===== config.mk =====
export PLATFORM = sky130hd
export DESIGN_NAME = vga_fb_reader_flat
export DESIGN_NICKNAME = d
export VERILOG_FILES = /design/src/rtl/vga_fb_reader_if.sv /design/src/rtl/vga_fb_reader.sv /design/src/flat_wrapper.sv
export SDC_FILE = /design/constraint.sdc
export NUM_CORES = 1
export LEC_CHECK = 0
export CORE_AREA = 3 3 71 73
export DETAILED_ROUTE_END_ITERATION = 8
export DIE_AREA = 0 0 74 76
export PLACE_DENSITY = 0.73
export SLEW_MARGIN = 20
export SYNTH_ARGS = -nofsm -noshare
export SYNTH_HDL_FRONTEND = slang
export SYNTH_SLANG_ARGS = --single-unit

===== constraint.sdc =====
create_clock -name clk -period 1.12 [get_ports clk]
set_clock_uncertainty 0.05 [all_clocks]
set_input_delay 0.224 -clock clk [delete_from_list [all_inputs] [get_ports clk]]
set_output_delay 0.224 -clock clk [all_outputs]
set_load 0.03 [all_outputs]

===== src/rtl/vga_fb_reader_if.sv =====
// vga_fb_reader_if: framebuffer RAM port plus front/back swap handshake between reader and producer
interface vga_fb_reader_if #(
    parameter int ADDR_W = 17,
    parameter int PIX_W  = 8
) ();
    logic [ADDR_W:0]   fb_addr_o;
    logic [PIX_W-1:0]  fb_data_i;
    logic              swap_req;
    logic              swap_ack;
    logic              front_sel;
    modport master (output fb_addr_o, swap_ack, front_sel, input fb_data_i, swap_req);
    modport slave  (input fb_addr_o, swap_ack, front_sel, output fb_data_i, swap_req);
endinterface


===== src/rtl/vga_fb_reader.sv =====
// vga_fb_reader: 320x240 RGB332 double-buffered framebuffer scan-out, pixel-doubled to 640x480, 3-clk pixel/sync latency
// Optional white 1-pixel screen border when VGA_BORDER_EN is defined.
`ifndef WIDTH
`define WIDTH 10
`endif
module vga_fb_reader #(
    parameter int ADDR_W = 17,
    parameter int PIX_W  = 8
) (
    input  logic              clk,
    input  logic              reset,
    input  logic [`WIDTH-1:0] x_i,
    input  logic [`WIDTH-1:0] y_i,
    input  logic              video_on_i,
    input  logic              hsync_i,
    input  logic              vsync_i,
    output logic [11:0]       rgb_o,
    output logic              hsync_o,
    output logic              vsync_o,
    vga_fb_reader_if.master   fb
);
    typedef enum logic [1:0] {IDLE, PENDING, WAIT_REL} state_t;

    state_t            state_q;
    logic              front_q, ack_q;
    logic [ADDR_W:0]   addr_q;
    logic [11:0]       rgb_q;
    logic [2:0]        von_q, hs_q, vs_q;
    logic [ADDR_W-1:0] xh_d, yh_d, idx_d;
    logic [11:0]       pix_d, rgb_d;
    logic              vs_rise;

    // y*320 as (y<<8)+(y<<6); idle address 0 outside the active area
    assign xh_d    = ADDR_W'(x_i >> 1);
    assign yh_d    = ADDR_W'(y_i >> 1);
    assign idx_d   = video_on_i ? (yh_d << 8) + (yh_d << 6) + xh_d : '0;
    assign pix_d   = {fb.fb_data_i[7:5], fb.fb_data_i[7], fb.fb_data_i[4:2], fb.fb_data_i[4],
                      fb.fb_data_i[1:0], fb.fb_data_i[1:0]};
    assign vs_rise = vsync_i & ~vs_q[0];

`ifdef VGA_BORDER_EN
    logic [2:0] bd_q;
    logic       bd_d;
    assign bd_d  = (x_i == `WIDTH'(0)) || (x_i == `WIDTH'(639)) || (y_i == `WIDTH'(0)) || (y_i == `WIDTH'(479));
    assign rgb_d = von_q[1] ? (bd_q[1] ? 12'hFFF : pix_d) : 12'h000;
    // border flag rides alongside the pixel through the same pipeline depth
    always_ff @(posedge clk or posedge reset)
        if (reset) bd_q <= '0;
        else       bd_q <= {bd_q[1:0], bd_d};
`else
    assign rgb_d = von_q[1] ? pix_d : 12'h000;
`endif

    // address issue, RAM-data capture into the DAC register, and sync delay lines
    always_ff @(posedge clk or posedge reset)
        if (reset) begin
            addr_q <= '0;
            rgb_q  <= '0;
            von_q  <= '0;
            hs_q   <= '0;
            vs_q   <= '0;
        end else begin
            addr_q <= {front_q, idx_d};
            rgb_q  <= rgb_d;
            von_q  <= {von_q[1:0], video_on_i};
            hs_q   <= {hs_q[1:0], hsync_i};
            vs_q   <= {vs_q[1:0], vsync_i};
        end

    // swap handshake: a request is honoured only at the next vsync rise, once per request
    always_ff @(posedge clk or posedge reset)
        if (reset) begin
            state_q <= IDLE;
            front_q <= 1'b0;
            ack_q   <= 1'b0;
        end else begin
            ack_q <= 1'b0;
            case (state_q)
                IDLE:     if (fb.swap_req) state_q <= PENDING;
                PENDING:  if (vs_rise) begin
                              front_q <= ~front_q;
                              ack_q   <= 1'b1;
                              state_q <= WAIT_REL;
                          end else if (!fb.swap_req) state_q <= IDLE;
                WAIT_REL: if (!fb.swap_req) state_q <= IDLE;
                default:  state_q <= IDLE;
            endcase
        end

    assign fb.fb_addr_o = addr_q;
    assign fb.swap_ack  = ack_q;
    assign fb.front_sel = front_q;
    assign rgb_o        = rgb_q;
    assign hsync_o      = hs_q[2];
    assign vsync_o      = vs_q[2];
endmodule


===== src/flat_wrapper.sv =====
// flat-port wrapper written by rule: the top's interface ports become plain ports
module vga_fb_reader_flat 
#(
    parameter int ADDR_W = 17,
    parameter int PIX_W  = 8
)
  (clk, reset, x_i, y_i, video_on_i, hsync_i, vsync_i, rgb_o, hsync_o, vsync_o, fb_fb_addr_o, fb_swap_ack, fb_front_sel, fb_fb_data_i, fb_swap_req);
  vga_fb_reader_if #(.ADDR_W(ADDR_W), .PIX_W(PIX_W)) fb_i ();
  input  logic clk;
  input  logic reset;
  input  logic [`WIDTH-1:0] x_i;
  input  logic [`WIDTH-1:0] y_i;
  input  logic video_on_i;
  input  logic hsync_i;
  input  logic vsync_i;
  output logic [11:0] rgb_o;
  output logic hsync_o;
  output logic vsync_o;
  output wire logic [$bits(fb_i.fb_addr_o)-1:0] fb_fb_addr_o;
  output wire logic [$bits(fb_i.swap_ack)-1:0] fb_swap_ack;
  output wire logic [$bits(fb_i.front_sel)-1:0] fb_front_sel;
  input wire logic [$bits(fb_i.fb_data_i)-1:0] fb_fb_data_i;
  input wire logic [$bits(fb_i.swap_req)-1:0] fb_swap_req;
  assign fb_fb_addr_o = fb_i.fb_addr_o;
  assign fb_swap_ack = fb_i.swap_ack;
  assign fb_front_sel = fb_i.front_sel;
  assign fb_i.fb_data_i = fb_fb_data_i;
  assign fb_i.swap_req = fb_swap_req;
  vga_fb_reader #(.ADDR_W(ADDR_W), .PIX_W(PIX_W)) u_core (.clk(clk), .reset(reset), .x_i(x_i), .y_i(y_i), .video_on_i(video_on_i), .hsync_i(hsync_i), .vsync_i(vsync_i), .rgb_o(rgb_o), .hsync_o(hsync_o), .vsync_o(vsync_o), .fb(fb_i));
endmodule

* Word-level counts from Yosys, hierarchy flattened
Index checks and enable logic that the tools add are counted.
** Operators by class
- Multiplexer cells :: 8
- Equal/unequal tests :: 3
- Bitwise operators :: 3
- Reductions and logical operators :: 2
- Add/subtract/negate cells :: 2
** Operators with widths (number)
- adder 17 x 15 -> 17 bit :: 1
- adder 17 x 9 -> 17 bit :: 1
- two-way mux 17 bit :: 1
- two-way mux 12 bit :: 1
- two-way mux 2 bit :: 3
- case mux 2 bit (3 select lines) :: 1
- equality test 2 x 1 -> 1 bit, second input constant :: 1
- equality test 2 bit, second input constant :: 1
- zero test 2 bit :: 1
- two-way mux 1 bit :: 2
- != test 2 bit, second input constant :: 1
- inverter 1 bit :: 2
- AND reduction 2 bit :: 1
- AND 1 bit :: 1
** Word-level totals
- Bits of input ports :: 34
- Logic and storage cells :: 26
- Output and inout port bits :: 34
- Flip-flop bits (word level) :: 42

* Logic depth before layout (Yosys ltp)
- Word-level depth :: 4
- Gate-level depth with buffers :: 9
- Depth with buffers taken out :: 9

* Least setup slack after synthesis
OpenSTA, ideal clock, no wires.
- Path kind :: input port to flip-flop
- Start :: in x_i[9]
- End :: reg u_core.addr_q[14] (netlist: u_core.fb.fb_addr_o[14])
- Arrival :: 2059 ps
- Setup time :: 79 ps
- Path buffers :: 0
- Required time :: 991 ps
- Stages :: 9
- Setup slack :: -1069 ps
- Cells stage by stage :: inv_1 > fa_1 > inv_1 > ha_1 > a21oi_1 > nor2b_1 > a311o_1 > a31oi_1 > mux2i_1
** On the way
- Word-level cells in the longest chain between the ends :: 2
** Ends and longest elaborated chain
- start: declaration :: RTL line flat_wrapper.sv:11 : input logic [`WIDTH-1:0] x_i;
- adder 17 x 9 -> 17 bit :: RTL line vga_fb_reader.sv:36 : assign idx_d = video_on_i ? (yh_d << 8) + (yh_d << 6) + xh_d : '0;
- two-way mux 17 bit :: RTL line vga_fb_reader.sv:36
- via u_core.idx_d[14] :: RTL line vga_fb_reader.sv:29 : logic [ADDR_W-1:0] xh_d, yh_d, idx_d;
- end signal: assignment :: RTL line vga_fb_reader.sv:63 : addr_q <= {front_q, idx_d};
- end: declaration :: RTL line vga_fb_reader.sv:26 : logic [ADDR_W:0] addr_q;
The timed path passes the listed nets, and every way through them passes these cells.
A chain may end at the register's enable or synchronous reset.

* Worst setup path after layout
- Start :: in y_i[3]
- End :: reg u_core.addr_q[14] (netlist: u_core.fb.fb_addr_o[14])
** On the way
- Word-level cells in the longest chain between the ends :: 3
** Ends and longest elaborated chain
- start: declaration :: RTL line flat_wrapper.sv:12 : input logic [`WIDTH-1:0] y_i;
- adder 17 x 15 -> 17 bit :: RTL line vga_fb_reader.sv:36
- adder 17 x 9 -> 17 bit :: RTL line vga_fb_reader.sv:36
- two-way mux 17 bit :: RTL line vga_fb_reader.sv:36
- via u_core.idx_d[14] :: RTL line vga_fb_reader.sv:29
The timed path passes the listed nets, and every way through them passes these cells.

==> run metrics <==
status=finished with violations; failing checks=negative setup slack; Nets=283; P&R area growth vs syn=68.4%; synthesized instance count=135; PwrDens=1350 nW/µm²; worst vdd ir=0.000498 V; Synth cell types=29; DR vias/cell=4.64; Placeable Area=4410 µm²; Met2 Routed Length=2090 µm; mapped cell area=1680 µm²; fin cells=281; drt wl/cell=13.5 µm; Crit path required time=1.28 ns; CTS clock-pin slew for the worst setup and hold paths=0.07 ns; Synthesized Nets=188; Worst EP arrival=2.10 ns; Slew Limit Headroom=0.784; CP endpoint kind=flip-flop; maximum fanout along the worst path=3; DR vias=1,304; Min-Delay Path Class=primary input to asynchronous set/reset pin; met1 WL=1360 µm; crit path kind=primary input to flip-flop; DR iter-0 viols=29; final hold violations=0; die width=74 µm; drt pass-1 iters=2; GP Congestion=0.776; PortBufs=65; wirelength, routed=3800 µm; # diodes=0; die area=5620 µm²; fmax=514 MHz; Gate power share=0.355; Sw Pwr=1.14 mW; Setup TNS=-5.70 ns; yosys warns=0; antenna violations before repair=0; hold_ws=0.279 ns; gr usage total=0.144; vias in the first global route=1,359; CTS Sinks=38; CTS root buf=clkbuf_8; Clock Latency Late Sink=0.28 ns; metal3 WL=314 µm; I/O pins=68; final core utilization=0.641; DRC viols=0; internal power=2.67 mW; CTS tree=built; Longest Clk Path Bufs=2; GRT Residual Overflow=0; RSZ-0062 raised after global routing=yes; Initial Util=0.380; sequential share of the synthesized area=0.566; syn avg cell area=12.4 µm²; switch share=0.299; placed cells=273; register share of total power=0.413; H-tree depth=2; total CTS buffers=5; Detail Placement HPWL=2950 µm; Final Worst Setup Slack=-0.826 ns; Static Leakage=1.35 nW; max-cap viol count=0; Final ANT Viol Nets=0; Final Setup Violations=9; post-route minimum period=1.95 ns; max-slew violations=0; clock power share=0.232; FP Rows=24; synthesized flop and latch total=38; Worst-Margin Slew=0.321 ns; number of fill cells=317; first-pass GRT wire length=6220 µm; share of cells above drive strength 1=0.432; crit share post-route=1.74; CP Launch Type=primary input; pin count of the biggest net entering global routing=39; Power, Total=3.82 mW; die height=76 µm; top layer in use=met4
==> layout make-up <==
type	count	area [µm²]	share of cell area
Tap cell	52	65.1	0.0230
Clock buffer	6	82.6	0.0292
Inverter	8	41.3	0.0146
Multi-Input combinational cell	84	851	0.301
Timing Repair Buffer	93	837	0.296
Sequential cell	38	951	0.336
==> layer usage <==
layer  up-vias  GRT usage
li1        633          -
met1       615      0.146
met2        51      0.267
met3         5     0.0449
met4         0     0.0489
met5         -          0
==> metrics by stage <==
stage | setup WS (ns) | instance area, µm²
finish | -0.826 | 2830
global route | -0.857 | 2830
CTS | -0.831 | 2740
detailed placement | -1.66 | 2520
global placement | -1.58 | 2520
floorplan | -0.900 | 1710
==> cells in the mapped netlist <==
cell	number	share of area
mux2i_1	2	0.012
o21ai_0	1	0.0030
o21bai_1	1	0.0045
nor2b_1	2	0.0075
a21oi_1	6	0.018
ha_1	17	0.13
or3_1	1	0.0037
fa_1	2	0.024
nor3b_1	1	0.0045
nand2_1	7	0.016
o21a_1	2	0.0089
nand3_1	1	0.0030
and2_1	22	0.082
nand2b_1	2	0.0075
a31oi_1	1	0.0037
xor2_1	3	0.016
buf_4	4	0.018
a311o_1	1	0.0060
a21o_1	1	0.0045
clkbuf_1	1	0.0022
o211ai_1	1	0.0045
xnor2_1	3	0.016
and4_1	1	0.0052
nor3_1	1	0.0030
nor2_1	3	0.0067
o22ai_1	1	0.0037
o2111a_1	1	0.0067
inv_1	8	0.018
dfrtp_1	38	0.57
==> power by group through the flow <==
stage	Combinational, mW	Clock (mW)	Sequential, mW
final	1.35	0.884	1.58
after global routing	1.45	0.966	1.60
after CTS	1.30	0.924	1.57
after detailed placement	1.17	0	1.61
after global placement	1.14	0	1.60
after floorplan	0.380	0	1.85
==> final timing paths <==
kind / from / endpoint / slack (ns) / depth (start not counted)
worst max register to register: u_core.state_q[1] / u_core.fb.front_sel / 0.10 / 2
worst min register to register: u_core.von_q[0] / u_core.von_q[1] / 0.30 / 0
min in group clk: u_core.von_q[0] / u_core.von_q[1] / 0.30 / 0
worst max-delay path: y_i[3] / u_core.fb.fb_addr_o[14] / -0.83 / 10
worst min-delay path: reset / u_core.fb.front_sel / 0.28 / 3
max in group asynchronous: reset / u_core.von_q[1] / 0.56 / 3
==> layout by cell type, fill, tap and decap left out, types with 4 or more instances in the layout <==
cell,Yosys,layout
dfrtp_1,38,38
ha_4,0,11
a21oi_2,0,4
clkdlybuf4s50_1,0,22
buf_6,0,16
buf_4,4,45
dlygate4sd2_1,0,5
nand2_1,7,7
clkbuf_8,0,6
and2_1,22,21
ha_1,17,5
==> critical path, stage by stage <==
cell and delay (ns):
buf_8 0.09, inv_8 0.03, fa_1 0.54, inv_2 0.06, ha_4 0.21, a21oi_2 0.15
nor2b_2 0.07, a311o_1 0.33, a31oi_2 0.21, mux2i_1 0.19
==> cell families after synthesis <==
logic type | synth area share
DFF | 0.566
xor gates and xnor gates | 0.0313
AOI/OAI and AO/OA | 0.0633
buffers and inverters | 0.0380
muxes | 0.0119
and+or+nand+nor | 0.139
adders and majority gates | 0.151
==> what timing repair did <==
action | CTS | global route
resized for setup | 41 | 20
hold buffers | 0 | 0
setup buffers | 3 | 1
endpoints found under the setup margin | 14 | 24
pin swaps | 24 | 14
cloned | 0 | 0
==> sequential cells by signal (all words and copies together), names as in the netlist <==
| name | flops |
|---|---|
| u_core.von_q | 2 |
| u_core.state_q | 2 |
| u_core.fb.fb_addr_o | 18 |
| u_core.fb.front_sel | 1 |
| u_core.fb.swap_ack | 1 |
| u_core.rgb_o | 8 |
| u_core.hs_q | 3 |
| u_core.vs_q | 3 |
(Power assumes the default switching activity.)
